[config.mk]
export PLATFORM = sky130hd
export DESIGN_NAME = lut_table_serializer_flat
export DESIGN_NICKNAME = d
export VERILOG_FILES = /design/src/rtl/lut_ser_pkg.sv /design/src/rtl/lut_table_serializer_if.sv /design/src/rtl/lut_table_regfile.sv /design/src/rtl/lut_table_serializer.sv /design/src/flat_wrapper.sv
export SDC_FILE = /design/constraint.sdc
export NUM_CORES = 1
export LEC_CHECK = 0
export ABC_CLOCK_PERIOD_IN_PS = 5700
export CAP_MARGIN = 40
export CORE_MARGIN = 4
export CORE_UTILIZATION = 45
export DETAILED_ROUTE_END_ITERATION = 8
export SETUP_SLACK_MARGIN = 0.15
export SLEW_MARGIN = 20
export SYNTH_ARGS = -nofsm -noshare
export SYNTH_HDL_FRONTEND = slang
export SYNTH_HIERARCHICAL = 1
export SYNTH_SLANG_ARGS = --single-unit
export TNS_END_PERCENT = 1
[constraint.sdc]
create_clock -name clk -period 5.7 [get_ports clk]
set_input_delay 1.14 -clock clk [delete_from_list [all_inputs] [get_ports clk]]
set_output_delay 1.14 -clock clk [all_outputs]
set_load 0.03 [all_outputs]
[src/rtl/lut_ser_pkg.sv]
// Shared types and elaboration helpers for the LUT table serializer.
package lut_ser_pkg;

    typedef enum logic [1:0] {
        IDLE  = 2'd0,
        SETUP = 2'd1,
        HIGH  = 2'd2,
        LOW   = 2'd3
    } state_t;

    function automatic int unsigned clog2(input int unsigned v);
        int unsigned r;
        r = 0;
        while ((32'd1 << r) < v) r = r + 1;
        return r;
    endfunction

    // Keeps zero-width counters and selects out of the netlist.
    function automatic int unsigned at_least_one(input int unsigned v);
        return (v == 0) ? 32'd1 : v;
    endfunction

    function automatic int unsigned table_bits(input int unsigned in_w, input int unsigned out_w);
        return (32'd1 << in_w) * out_w;
    endfunction

    function automatic int unsigned pad_bits(input int unsigned shift_len, input int unsigned in_w,
                                             input int unsigned out_w);
        return shift_len - table_bits(in_w, out_w);
    endfunction

endpackage

[src/rtl/lut_table_serializer_if.sv]
// Host-side bus of the serializer: table write port, load handshake and loader pins.
interface lut_table_serializer_if #(
    parameter int unsigned IN_WIDTH  = 4,
    parameter int unsigned OUT_WIDTH = 4
);
    logic                 wr_en;
    logic [IN_WIDTH-1:0]  wr_addr;
    logic [OUT_WIDTH-1:0] wr_data;
    logic                 wr_drop;
    logic                 start;
    logic                 busy;
    logic                 done;
    logic                 sd;
    logic                 sclk;
    logic                 scs_n;

    modport master (
        output wr_en, wr_addr, wr_data, start,
        input  wr_drop, busy, done, sd, sclk, scs_n
    );

    modport slave (
        input  wr_en, wr_addr, wr_data, start,
        output wr_drop, busy, done, sd, sclk, scs_n
    );
endinterface

[src/rtl/lut_table_regfile.sv]
// Truth-table storage: one write port, one combinational read port.
module lut_table_regfile #(
    parameter int unsigned IN_WIDTH  = 4,
    parameter int unsigned OUT_WIDTH = 4
) (
    input  logic                 clk,
    input  logic                 rst_n,
    input  logic                 we,
    input  logic [IN_WIDTH-1:0]  wa,
    input  logic [OUT_WIDTH-1:0] wd,
    input  logic [IN_WIDTH-1:0]  ra,
    output logic [OUT_WIDTH-1:0] rd_data_c
);
    localparam int unsigned ENTRIES = 32'd1 << IN_WIDTH;

    logic [OUT_WIDTH-1:0] mem [ENTRIES];

    always_ff @(posedge clk or negedge rst_n) begin
        if (!rst_n) begin
            for (int i = 0; i < ENTRIES; i++) mem[i] <= '0;
        end else if (we) begin
            mem[wa] <= wd;
        end
    end

    assign rd_data_c = mem[ra];
endmodule

[src/rtl/lut_table_serializer.sv]
// Streams the local truth table to the serial-load LUT as pad bits followed by
// entries high index first, MSB first, on a divided sclk framed by scs_n.
module lut_table_serializer
    import lut_ser_pkg::*;
#(
    parameter int unsigned IN_WIDTH  = 4,
    parameter int unsigned OUT_WIDTH = 4,
    parameter int unsigned SHIFT_LEN = 2 ** (IN_WIDTH + OUT_WIDTH),
    parameter int unsigned DIV       = 1
) (
    input logic                   clk,
    input logic                   rst_n,
    lut_table_serializer_if.slave bus
);
    localparam int unsigned N       = SHIFT_LEN;
    localparam int unsigned ENTRIES = 32'd1 << IN_WIDTH;
    localparam int unsigned PAD     = pad_bits(SHIFT_LEN, IN_WIDTH, OUT_WIDTH);
    localparam int unsigned BW      = clog2(N + 1);
    localparam int unsigned PW      = at_least_one(clog2(DIV));
    localparam int unsigned SW      = at_least_one(clog2(OUT_WIDTH));

    state_t               state, state_d;
    logic [PW-1:0]        phase_cnt;
    logic [BW-1:0]        bit_cnt;
    logic                 phase_last, hold;
    logic [BW-1:0]        idx, j, ent;
    logic                 in_tab, stream_bit;
    logic [IN_WIDTH-1:0]  rd_addr;
    logic [SW-1:0]        bsel;
    logic [OUT_WIDTH-1:0] rd_data_c;
    logic sd_q, sclk_q, scs_n_q, busy_q, done_q, drop_q;
    logic sd_d, sclk_d, scs_n_d, busy_d, done_d, drop_d;

    assign phase_last = (phase_cnt == PW'(DIV - 1));
    assign hold       = (bit_cnt == BW'(N));

    lut_table_regfile #(
        .IN_WIDTH (IN_WIDTH),
        .OUT_WIDTH(OUT_WIDTH)
    ) u_regfile (
        .clk      (clk),
        .rst_n    (rst_n),
        .we       (bus.wr_en && (state == IDLE)),
        .wa       (bus.wr_addr),
        .wd       (bus.wr_data),
        .ra       (rd_addr),
        .rd_data_c(rd_data_c)
    );

    always_ff @(posedge clk or negedge rst_n) begin
        if (!rst_n) state <= IDLE;
        else        state <= state_d;
    end

    always_comb begin
        state_d = state;
        case (state)
            IDLE:    if (bus.start) state_d = SETUP;
            SETUP:   if (phase_last) state_d = HIGH;
            HIGH:    if (phase_last) state_d = LOW;
            LOW:     if (phase_last) state_d = hold ? IDLE : HIGH;
            default: state_d = IDLE;
        endcase
    end

    // Phase counter restarts on every state change; bit counter counts completed HIGH phases.
    always_ff @(posedge clk or negedge rst_n) begin
        if (!rst_n) begin
            phase_cnt <= '0;
            bit_cnt   <= '0;
        end else begin
            if (state == IDLE || state_d != state) phase_cnt <= '0;
            else                                   phase_cnt <= phase_cnt + PW'(1);
            if (state == IDLE && state_d == SETUP)     bit_cnt <= '0;
            else if (state == HIGH && state_d == LOW)  bit_cnt <= bit_cnt + BW'(1);
        end
    end

    // Stream bit about to be presented: bit 0 when leaving IDLE, else the one after the current.
    always_comb begin
        idx        = (state == IDLE) ? '0 : bit_cnt + BW'(1);
        in_tab     = (idx >= BW'(PAD)) && (idx < BW'(N));
        j          = idx - BW'(PAD);
        ent        = j / BW'(OUT_WIDTH);
        rd_addr    = IN_WIDTH'(BW'(ENTRIES - 1) - ent);
        bsel       = SW'(BW'(OUT_WIDTH - 1) - (j % BW'(OUT_WIDTH)));
        stream_bit = in_tab && rd_data_c[bsel];
    end

    always_comb begin
        sd_d    = sd_q;
        sclk_d  = (state_d == HIGH);
        scs_n_d = (state_d == IDLE);
        busy_d  = (state_d != IDLE);
        done_d  = (state == LOW) && (state_d == IDLE);
        drop_d  = bus.wr_en && (state != IDLE);
        if (state_d == IDLE)                      sd_d = 1'b0;
        else if (state == IDLE)                   sd_d = stream_bit;
        else if (state == HIGH && state_d == LOW) sd_d = stream_bit;
    end

    always_ff @(posedge clk or negedge rst_n) begin
        if (!rst_n) begin
            sd_q    <= 1'b0;
            sclk_q  <= 1'b0;
            scs_n_q <= 1'b1;
            busy_q  <= 1'b0;
            done_q  <= 1'b0;
            drop_q  <= 1'b0;
        end else begin
            sd_q    <= sd_d;
            sclk_q  <= sclk_d;
            scs_n_q <= scs_n_d;
            busy_q  <= busy_d;
            done_q  <= done_d;
            drop_q  <= drop_d;
        end
    end

    assign bus.sd      = sd_q;
    assign bus.sclk    = sclk_q;
    assign bus.scs_n   = scs_n_q;
    assign bus.busy    = busy_q;
    assign bus.done    = done_q;
    assign bus.wr_drop = drop_q;
endmodule

[src/flat_wrapper.sv]
// flat-port wrapper written by rule: the top's interface ports become plain ports
module lut_table_serializer_flat import lut_ser_pkg::*;
#(
    parameter int unsigned IN_WIDTH  = 4,
    parameter int unsigned OUT_WIDTH = 4,
    parameter int unsigned SHIFT_LEN = 2 ** (IN_WIDTH + OUT_WIDTH),
    parameter int unsigned DIV       = 1
)
  (clk, rst_n, bus_wr_en, bus_wr_addr, bus_wr_data, bus_start, bus_wr_drop, bus_busy, bus_done, bus_sd, bus_sclk, bus_scs_n);
  lut_table_serializer_if #(.IN_WIDTH(IN_WIDTH), .OUT_WIDTH(OUT_WIDTH)) bus_i ();
  input logic clk;
  input logic rst_n;
  input wire logic [$bits(bus_i.wr_en)-1:0] bus_wr_en;
  input wire logic [$bits(bus_i.wr_addr)-1:0] bus_wr_addr;
  input wire logic [$bits(bus_i.wr_data)-1:0] bus_wr_data;
  input wire logic [$bits(bus_i.start)-1:0] bus_start;
  output wire logic [$bits(bus_i.wr_drop)-1:0] bus_wr_drop;
  output wire logic [$bits(bus_i.busy)-1:0] bus_busy;
  output wire logic [$bits(bus_i.done)-1:0] bus_done;
  output wire logic [$bits(bus_i.sd)-1:0] bus_sd;
  output wire logic [$bits(bus_i.sclk)-1:0] bus_sclk;
  output wire logic [$bits(bus_i.scs_n)-1:0] bus_scs_n;
  assign bus_i.wr_en = bus_wr_en;
  assign bus_i.wr_addr = bus_wr_addr;
  assign bus_i.wr_data = bus_wr_data;
  assign bus_i.start = bus_start;
  assign bus_wr_drop = bus_i.wr_drop;
  assign bus_busy = bus_i.busy;
  assign bus_done = bus_i.done;
  assign bus_sd = bus_i.sd;
  assign bus_sclk = bus_i.sclk;
  assign bus_scs_n = bus_i.scs_n;
  lut_table_serializer #(.IN_WIDTH(IN_WIDTH), .OUT_WIDTH(OUT_WIDTH), .SHIFT_LEN(SHIFT_LEN), .DIV(DIV)) u_core (.clk(clk), .rst_n(rst_n), .bus(bus_i));
endmodule
== After elaboration in Yosys (flattened, before gate mapping) ==
Index checks and enable logic that the tools add are counted.
Storage, ports and cells
  register bits: 82
  word-level logic and storage cells: 82
  bits of input ports: 12
Cells by class
  $add $sub $neg: 5
  reductions and logical operators: 15
  multiplexer cells: 21
  bitwise gates (word level): 2
  $lt $le $gt $ge: 6
  eq/ne operators: 8
Operator list (count)
  $bwmux 64: 1
  $mux 9: 3
  $bmux 4 s4: 1
  $demux 4 s4: 1
  $mux 4: 3
  $ge 5x5->1 const B: 2
  $mux 2: 5
  $not 4->5: 2
  $add 9x1->9 const B: 1
  $eq 9x9->1 const B: 1
  $ge 9x8->1 const B: 1
  $lt 9x9->1 const B: 1
  $eq 2x2->1 const B: 4
  $logic_and 1x1->1: 8
  $pmux 2 s4: 1
  $reduce_bool 2->1: 3
  $sub 6x1->6 const B: 1
  $lt 5x1->1 const B: 1
  $mux 1: 5
  $eq 2x1->1 const B: 2
  $logic_not 2->1: 2
  $sub 4x4->4 const A: 1
  $lt 2x3->1 const B: 1
  $reduce_bool 3->1: 1
  5 further kinds: 5

== Longest topological paths before layout ==
Gate-level depths: netlist (run 1).
  depth after elaboration: 14
  depth in mapped cells: 12
  depth with buffers taken out: 11

== By module ==
The synthesis (run 1) kept the hierarchy.
By module, submodules not included
  lut_table_regfile: instances 1, area each 3019.1 µm², seq. area each 1601.5 µm², cells each 196
  lut_table_serializer: instances 1, area each 1091.0 µm², seq. area each 451.7 µm², cells each 111

== Least setup slack after synthesis (run 1) ==
OpenSTA, ideal clock, no wires.
  path kind: register -> register
  from: register u_core.bit_cnt[0]
  to: register u_core.sd_q (netlist: u_core/bus.sd)
  path buffers: 2
  data arrival time: 2.580 ns
  required time: 5.568 ns
  path slack: 2.988 ns
  library setup time: 0.132 ns
  cell stages (with the launch flop): 12
  period minus slack after synthesis: 2.712 ns
  cell sequence: dfrtp_1 > ha_1 > xor2_1 > o21ai_0 > buf_6 > buf_12 > mux4_2 > a22oi_1 > nand3_1 > mux4_2 > a41oi_2 > a211oi_2
On the way
  word-level cells in the longest chain between the ends: 14
  elaborated cells on any way between the ends: 26
  classes of those cells: add/sub: 4; order compare: 2; eq/ne: 2; mux: 12; bitwise: 1; reduce/logical: 5
Ends and longest elaborated chain
  start: declaration: RTL line lut_table_serializer.sv:24  | logic [BW-1:0] bit_cnt;
  start signal: assignment: RTL line lut_table_serializer.sv:75  | else if (state == HIGH && state_d == LOW) bit_cnt <= bit_cnt + BW'(1);
  $add 9x1->9 *: RTL line lut_table_serializer.sv:81  | idx = (state == IDLE) ? '0 : bit_cnt + BW'(1);
  $mux 9 *: RTL line lut_table_serializer.sv:81
  $sub 6x1->6 *: RTL line lut_table_serializer.sv:83  | j = idx - BW'(PAD);
  $sub 4x4->4 *: RTL line lut_table_serializer.sv:85  | rd_addr = IN_WIDTH'(BW'(ENTRIES - 1) - ent);
  via u_core.rd_addr[0]: RTL line lut_table_serializer.sv:28  | logic [IN_WIDTH-1:0] rd_addr;
  $not 4->5 (implied by the code) *: RTL line lut_table_regfile.sv:26  | assign rd_data_c = mem[ra];
  $bmux 4 s4 *: RTL line lut_table_regfile.sv:26
  $mux 4 (implied by the code) * (2 in a row): RTL line lut_table_regfile.sv:26
  via u_core.rd_data_c[0]: RTL line lut_table_serializer.sv:30  | logic [OUT_WIDTH-1:0] rd_data_c;
  $bmux 1 s2 *: RTL line lut_table_serializer.sv:87  | stream_bit = in_tab && rd_data_c[bsel];
  $mux 1 (implied by the code) *: RTL line lut_table_serializer.sv:87
  $logic_and 1x1->1 *: RTL line lut_table_serializer.sv:87
  $mux 1: RTL line lut_table_serializer.sv:99  | else if (state == HIGH && state_d == LOW) sd_d = stream_bit;
  $mux 1 *: RTL line lut_table_serializer.sv:98  | else if (state == IDLE) sd_d = stream_bit;
  $mux 1 *: RTL line lut_table_serializer.sv:97  | if (state_d == IDLE) sd_d = 1'b0;
  end signal: assignment: RTL line lut_table_serializer.sv:104  | sd_q <= 1'b0;
  end signal: assignment: RTL line lut_table_serializer.sv:111  | sd_q <= sd_d;
  end: declaration: RTL line lut_table_serializer.sv:31  | logic sd_q, sclk_q, scs_n_q, busy_q, done_q, drop_q;
Mark *: on every way through the listed nets, which the timed path passes. The rest lies on a longest branch. The select of a mux whose other input is x is not followed.
A chain may end at the register's enable or synchronous reset.

== Worst setup path in the final report (run 1) ==
Ends and elaborated chain as after synthesis.

==> flow_summary.json, run 1 <==
{
  "status": "completed",
  "combPwrFrac": 0.285,
  "antenna_cells": 0,
  "switchingPower_w": 0.000505,
  "seq_power_share": 0.471,
  "design_area_mm2": 0.00449,
  "cts_tree": "yes",
  "r2r_start": "u_core/bit_cnt[0]",
  "routed_wl_mm": 8.12,
  "stdcell_count": 433,
  "netlist_area_mm2": 0.00411,
  "cp_top_family": "multiplexers",
  "portBuffers": 17,
  "holdBufCountCts": 0,
  "async_flop_share": 1.00,
  "worstSkewPairLatency_ns": 0.34,
  "wl_per_cell_um": 18.8,
  "numCtsBuffers": 9,
  "crit_arrival_ns": 3.32,
  "syn_inst": 307,
  "yosysMostFrequentCell": "dfrtp_1",
  "rrSetupSlack_ns": 2.60,
  "path_class": "reg2reg",
  "post_cts_buffers": 0,
  "cap_violations": 0,
  "first_iter_violations": 104,
  "ff2ff_path_depth": 10,
  "firstDrtPassIters": 4,
  "setup_violations": 0,
  "worstSetupEndpoint": "u_core/bus.sd",
  "min_period_ns": 3.10,
  "tightestPinTransition_ns": 0.816,
  "power.density_mw_per_mm2": 340,
  "seqCellArea_mm2": 0.00205,
  "cp-end-kind": "flop",
  "p_total_w": 0.00153,
  "ir_drop_mv": 0.127,
  "core_mm2": 0.00881,
  "drive_gt1_frac": 0.302,
  "dpl.hpwl_mm": 5.70,
  "area_delta_synth_final_pct": 9.16,
  "final_nets": 334,
  "vias_per_cell": 5.65,
  "multi_input_area_mm2": 0.00190,
  "path_max_fanout": 11,
  "rows": 34,
  "antenna_left": 0,
  "synthMuxAreaShare": 0.281,
  "fillers": 758,
  "fin_crit_sh": 0.544,
  "cts_buffer_depth": 2,
  "fin_tns_setup_ns": 0,
  "synth_top_family_by_area": "multiplexers",
  "num_io_pins": 18,
  "worst-path-buf-inv": 1,
  "grt_overflow": 0,
  "worst_clock_skew_ns": 0.00708,
  "grt_pass1_wl_mm": 13.6,
  "yosysSeqAreaShare": 0.500,
  "crit_start": "u_core/bit_cnt[0]",
  "antenna_found_initial": 0,
  "ys_warn_count": 6,
  "hold_ws_ns": 0.503,
  "p_leak_nw": 2.11,
  "synth_xor_area_frac": 0.0256,
  "dp.cells": 416,
  "slowest_stage": "mux4_1",
  "initial_core_util": 0.467,
  "cp_cell_sequence": "ha_1 > xor2_1 > o21ai_2 > buf_6 > mux4_1 > a22oi_1 > nand3_1 > mux4_2 > a41oi_2 > a211oi_2",
  "hold_viol_final": 0,
  "yosys.area_share.adder": 0.00609,
  "max_slew_margin": 0.454,
  "synth_ff_type": "dfrtp_1",
  "die_h_um": 104,
  "sw_frac_of_total": 0.330,
  "drc_errors": 0,
  "synth_top_area_cell": "dfrtp_1",
  "slowest_delay_ns": 0.56,
  "hp-class": "reg2reg",
  "vias": 2446,
  "syn_avg_cell_area_um2": 13.4,
  "cts.clk_slew.worst_paths_ns": 0.08,
  "grt_pass1_vias": 2450,
  "cts_max_level": 3,
  "cp.required_ns": 5.92,
  "grt_max_degree": 47,
  "dieWidth_um": 104,
  "post_cts_resize_count": 0,
  "synth_edf_count": 0,
  "power.share.clock": 0.245,
  "dieArea_mm2": 0.0107,
  "synth.top_cell.area_share": 0.493,
  "syn-num-nets": 321,
  "synth-seq-cells": 82,
  "rsz0062_at_grt": "no",
  "crit_path_start_kind": "flop",
  "place_congestion": 0.752,
  "track_usage": 0.160,
  "yosys.area_share.simple": 0.117,
  "synth.area.top_cells": "dfrtp_1 49%, mux2_2 18%, mux4_1 8.9%",
  "reg2reg_to": "u_core/bus.sd",
  "path_depth": 10,
  "placed_area_mm2": 0.00430,
  "cts.sink_count": 82,
  "slew_violations": 0,
  "clk_root_buffer_cell": "clkbuf_8",
  "synth-compound-area-share": 0.0295,
  "synth_cell_type_count": 44,
  "fmax_mhz": 322,
  "p_int_w": 0.00102,
  "synth_top_cells_by_count": "81 x dfrtp_1, 64 x mux2_2, 25 x nor2_1"
}
[worst min path at each step]
stage | depth (start not counted) | startpoint | end
after floorplan | 1 | u_core/u_regfile/mem[41] | u_core/u_regfile/mem[41]
after global placement | 1 | u_core/u_regfile/mem[56] | u_core/u_regfile/mem[56]
after detailed placement | 1 | u_core/u_regfile/mem[56] | u_core/u_regfile/mem[56]
after CTS | 1 | u_core/u_regfile/mem[8] | u_core/u_regfile/mem[8]
after global routing | 1 | u_core/u_regfile/mem[25] | u_core/u_regfile/mem[25]
final | 1 | u_core/u_regfile/mem[8] | u_core/u_regfile/mem[8]
[stage by stage]
stage / util / setup WS (ns)
CTS: 0.508 / 2.59
floorplan: - / 2.99
global placement: 0.485 / 2.49
finish: 0.510 / 2.60
detailed placement: 0.489 / 2.52
global route: 0.510 / 2.40
[area by class of cell]
cell class	instances	share of cell area
Clock buffer	11	0.0315
Sequential cell	82	0.458
Multi-Input combinational cell	202	0.423
Timing Repair Buffer	20	0.0468
Tap cell	108	0.0301
Inverter	5	0.00418
Clock inverter	5	0.00669
[kinds of logic (layout without fill, tap and decap cells)]
family | after synthesis | in the layout
AO/OA/AOI/OAI | 18 | 18
XOR/XNOR | 12 | 12
adder cells (fa/ha/maj) | 2 | 2
buffers and inverters | 23 | 41
flip-flops | 82 | 82
multiplexers | 81 | 81
other | 1 | 1
AND/OR/NAND/NOR | 88 | 88
[power by group through the flow]
stage,logic (W),clock network [W],registers [W]
finish,0.000435,0.000373,0.000719
CTS,0.000430,0.000391,0.000718
global route,0.000472,0.000413,0.000730
floorplan,0.000406,0,0.000690
detailed placement,0.000428,0,0.000730
global placement,0.000408,0,0.000729
[flip-flops by register name, summed over array words and instances (netlist names)]
signal / count
u_core/bit_cnt: 9
u_core/bus.wr_drop: 1
u_core/u_regfile/mem: 64
u_core/bus.sclk: 1
u_core/phase_cnt: 1
u_core/state: 2
u_core/bus.done: 1
u_core/bus.scs_n: 1
u_core/bus.busy: 1
u_core/bus.sd: 1
[placed cells by master, fill, tap and decap left out, types with 2 or more instances in the layout]
cell type and instances:
nor2_1 25, o21ai_0 6, a21oi_1 3, nand2_1 10, nand3_1 15, nor2b_1 4
nand3b_1 3, or3_1 3, clkbuf_8 10, dfrtp_1 81, nor3b_1 2, and3_1 2
inv_1 5, o21ai_2 2, xor2_1 8, and2_1 3, buf_6 2, mux4_2 3
nand4_1 4, mux2_2 64, clkinv_2 3, mux4_1 14, clkdlybuf4s50_1 16, nand2b_1 6
clkinvlp_4 2, xnor2_1 4, ha_1 2, a22oi_1 4
[layer usage]
layer / global-route usage / up-vias / wire length, um
li1: - / 1144 / -
met1: 0.220 / 1254 / 3920
met2: 0.257 / 38 / 3840
met3: 0.0379 / 10 / 276
met4: 0.0437 / 0 / 87
met5: 0 / - / 0
Power figures use the tool's default switching activity.
==> run 2: changes to the inputs <==
ABC_CLOCK_PERIOD_IN_PS = 3150   (was 5700)
clock period = 3.15 ns   (was 5.7 ns; I/O delays follow)
==> run 2 against run 1 <==
Net effect: critical path depth grew 1; clock-buffer cell count shrank 2; via count grew 3.1%; combinational power grew 120%; sequential cell count is the same; critical endpoint unchanged; largest power group unchanged.
==> flow_summary.json, run 2 (synthesis results as in run 1) <==
{
  "status": "completed",
  "path_max_fanout": 8,
  "cts_tree": "yes",
  "ff2ff_path_depth": 11,
  "reg2reg_to": "u_core/bus.sd",
  "portBuffers": 17,
  "fmax_mhz": 347,
  "rows": 34,
  "layout_commonest_cell": "dfrtp_1",
  "wl_per_cell_um": 18.9,
  "clk_root_buffer_cell": "clkbuf_8",
  "grt_overflow": 0,
  "cp_cell_sequence": "ha_2 > xor2_2 > o21ai_4 > buf_12 > buf_12 > mux4_1 > nand3_1 > nand3_1 > mux4_2 > a41oi_2 > a211oi_2",
  "rsz0062_at_grt": "no",
  "dp.cells": 419,
  "final_nets": 339,
  "grt_pass1_vias": 2674,
  "grt_busiest_layer": "met2",
  "holdBufCountCts": 0,
  "cts_max_level": 3,
  "layout_common_cells": "81 x dfrtp_1, 64 x mux2_2, 25 x nor2_1, 16 x clkdlybuf4s50_1, 15 x nand3_1",
  "grt_max_degree": 52,
  "slowest_stage": "mux4_1",
  "multi_input_area_mm2": 0.00192,
  "place_congestion": 0.784,
  "routed_wl_mm": 8.29,
  "p_leak_nw": 2.15,
  "seqCellArea_mm2": 0.00205,
  "crit_arrival_ns": 3.12,
  "slew_violations": 0,
  "largest_reg_flops": 64,
  "setup_violations": 0,
  "fin_util": 0.522,
  "fillers": 780,
  "placed_area_mm2": 0.00434,
  "worst_clock_skew_ns": 0.0145,
  "min_period_ns": 2.88,
  "area_delta_synth_final_pct": 11.8,
  "tightestPinTransition_ns": 0.787,
  "hold_viol_final": 0,
  "crit_path_start_kind": "flop",
  "dpl.hpwl_mm": 5.75,
  "grt_use_met3": 0.0466,
  "design_area_mm2": 0.00459,
  "grt_pass1_wl_mm": 14.1,
  "firstDrtPassIters": 5,
  "drive_gt1_frac": 0.321,
  "cts_buffer_depth": 2,
  "rrSetupSlack_ns": 0.27,
  "worstSkewPairLatency_ns": 0.37,
  "antenna_cells": 0,
  "core_mm2": 0.00881,
  "r2r_start": "u_core/bit_cnt[1]",
  "first_iter_violations": 120,
  "grtUsageMet2": 0.274,
  "num_io_pins": 18,
  "antenna_found_initial": 0,
  "cp_top_family": "multiplexers",
  "dieWidth_um": 104,
  "hp-class": "in2async",
  "ir_drop_mv": 0.287,
  "vias_per_cell": 5.76,
  "die_h_um": 104,
  "met1_usage": 0.212,
  "cp-end-kind": "flop",
  "fin_crit_sh": 0.915,
  "path_class": "reg2reg",
  "worst-path-buf-inv": 2,
  "slowest_delay_ns": 0.59,
  "track_usage": 0.166,
  "largest_registers": "u_core/u_regfile/mem x64, u_core/bit_cnt x9, u_core/state x2",
  "largest_register": "u_core/u_regfile/mem",
  "cts.clk_slew.worst_paths_ns": 0.10,
  "initial_core_util": 0.467,
  "cts.sink_count": 82,
  "numCtsBuffers": 9,
  "cap_violations": 0,
  "cp.required_ns": 3.38,
  "dieArea_mm2": 0.0107,
  "drc_errors": 0,
  "power.density_mw_per_mm2": 649,
  "vias": 2522,
  "max_slew_margin": 0.473,
  "antenna_left": 0,
  "stdcell_count": 438,
  "fin_tns_setup_ns": 0
}
run 2: per-layer routing:
layer	wire length, um	vias up
li1	-	1160
met1	3680	1303
met2	4200	48
met3	293	11
met4	121	0
met5	0	-
run 2: worst max path at each step:
stage                    end              start  depth (start not counted)  slack, ns
2_1_floorplan  u_core/bus.sd  u_core/bit_cnt[0]                         11       0.44
3_3_place_gp   u_core/bus.sd  u_core/bit_cnt[1]                         10       0.32
3_5_place_dp   u_core/bus.sd  u_core/bit_cnt[1]                         10       0.20
4_1_cts        u_core/bus.sd  u_core/bit_cnt[1]                         10       0.17
5_1_grt        u_core/bus.sd  u_core/bit_cnt[1]                         11       0.16
6_report       u_core/bus.sd  u_core/bit_cnt[1]                         11       0.27
run 2: final cells by class:
| type | instances | area share |
|---|---|---|
| Sequential cell | 82 | 0.447 |
| Multi-Input combinational cell | 202 | 0.417 |
| Timing Repair Buffer | 25 | 0.0594 |
| Tap cell | 108 | 0.0294 |
| Clock buffer | 9 | 0.0270 |
| Clock inverter | 7 | 0.0158 |
| Inverter | 5 | 0.00409 |
run 2: through the flow:
step                setup slack (ns)  hold slack [ns]  total power, W
finish                         0.269            0.202         0.00298
global route                   0.162            0.209         0.00315
global placement               0.318            0.481         0.00212
detailed placement             0.195            0.488         0.00215
CTS                            0.173            0.203         0.00291
floorplan                      0.438            0.334         0.00198
run 2: power breakdown:
group	internal, W	leakage [nW]	switching [W]
clock	0.000309	0.0902	0.000443
combinational	0.000491	0.960	0.000445
sequential	0.00116	1.10	0.000136
total	0.00196	2.15	0.00102
run 2: what timing repair did:
action | CTS | global route
resized for setup | 0 | 6
endpoints found under the setup margin | 0 | 1
hold endpoints to repair | 0 | 0
buffers inserted | 0 | 3
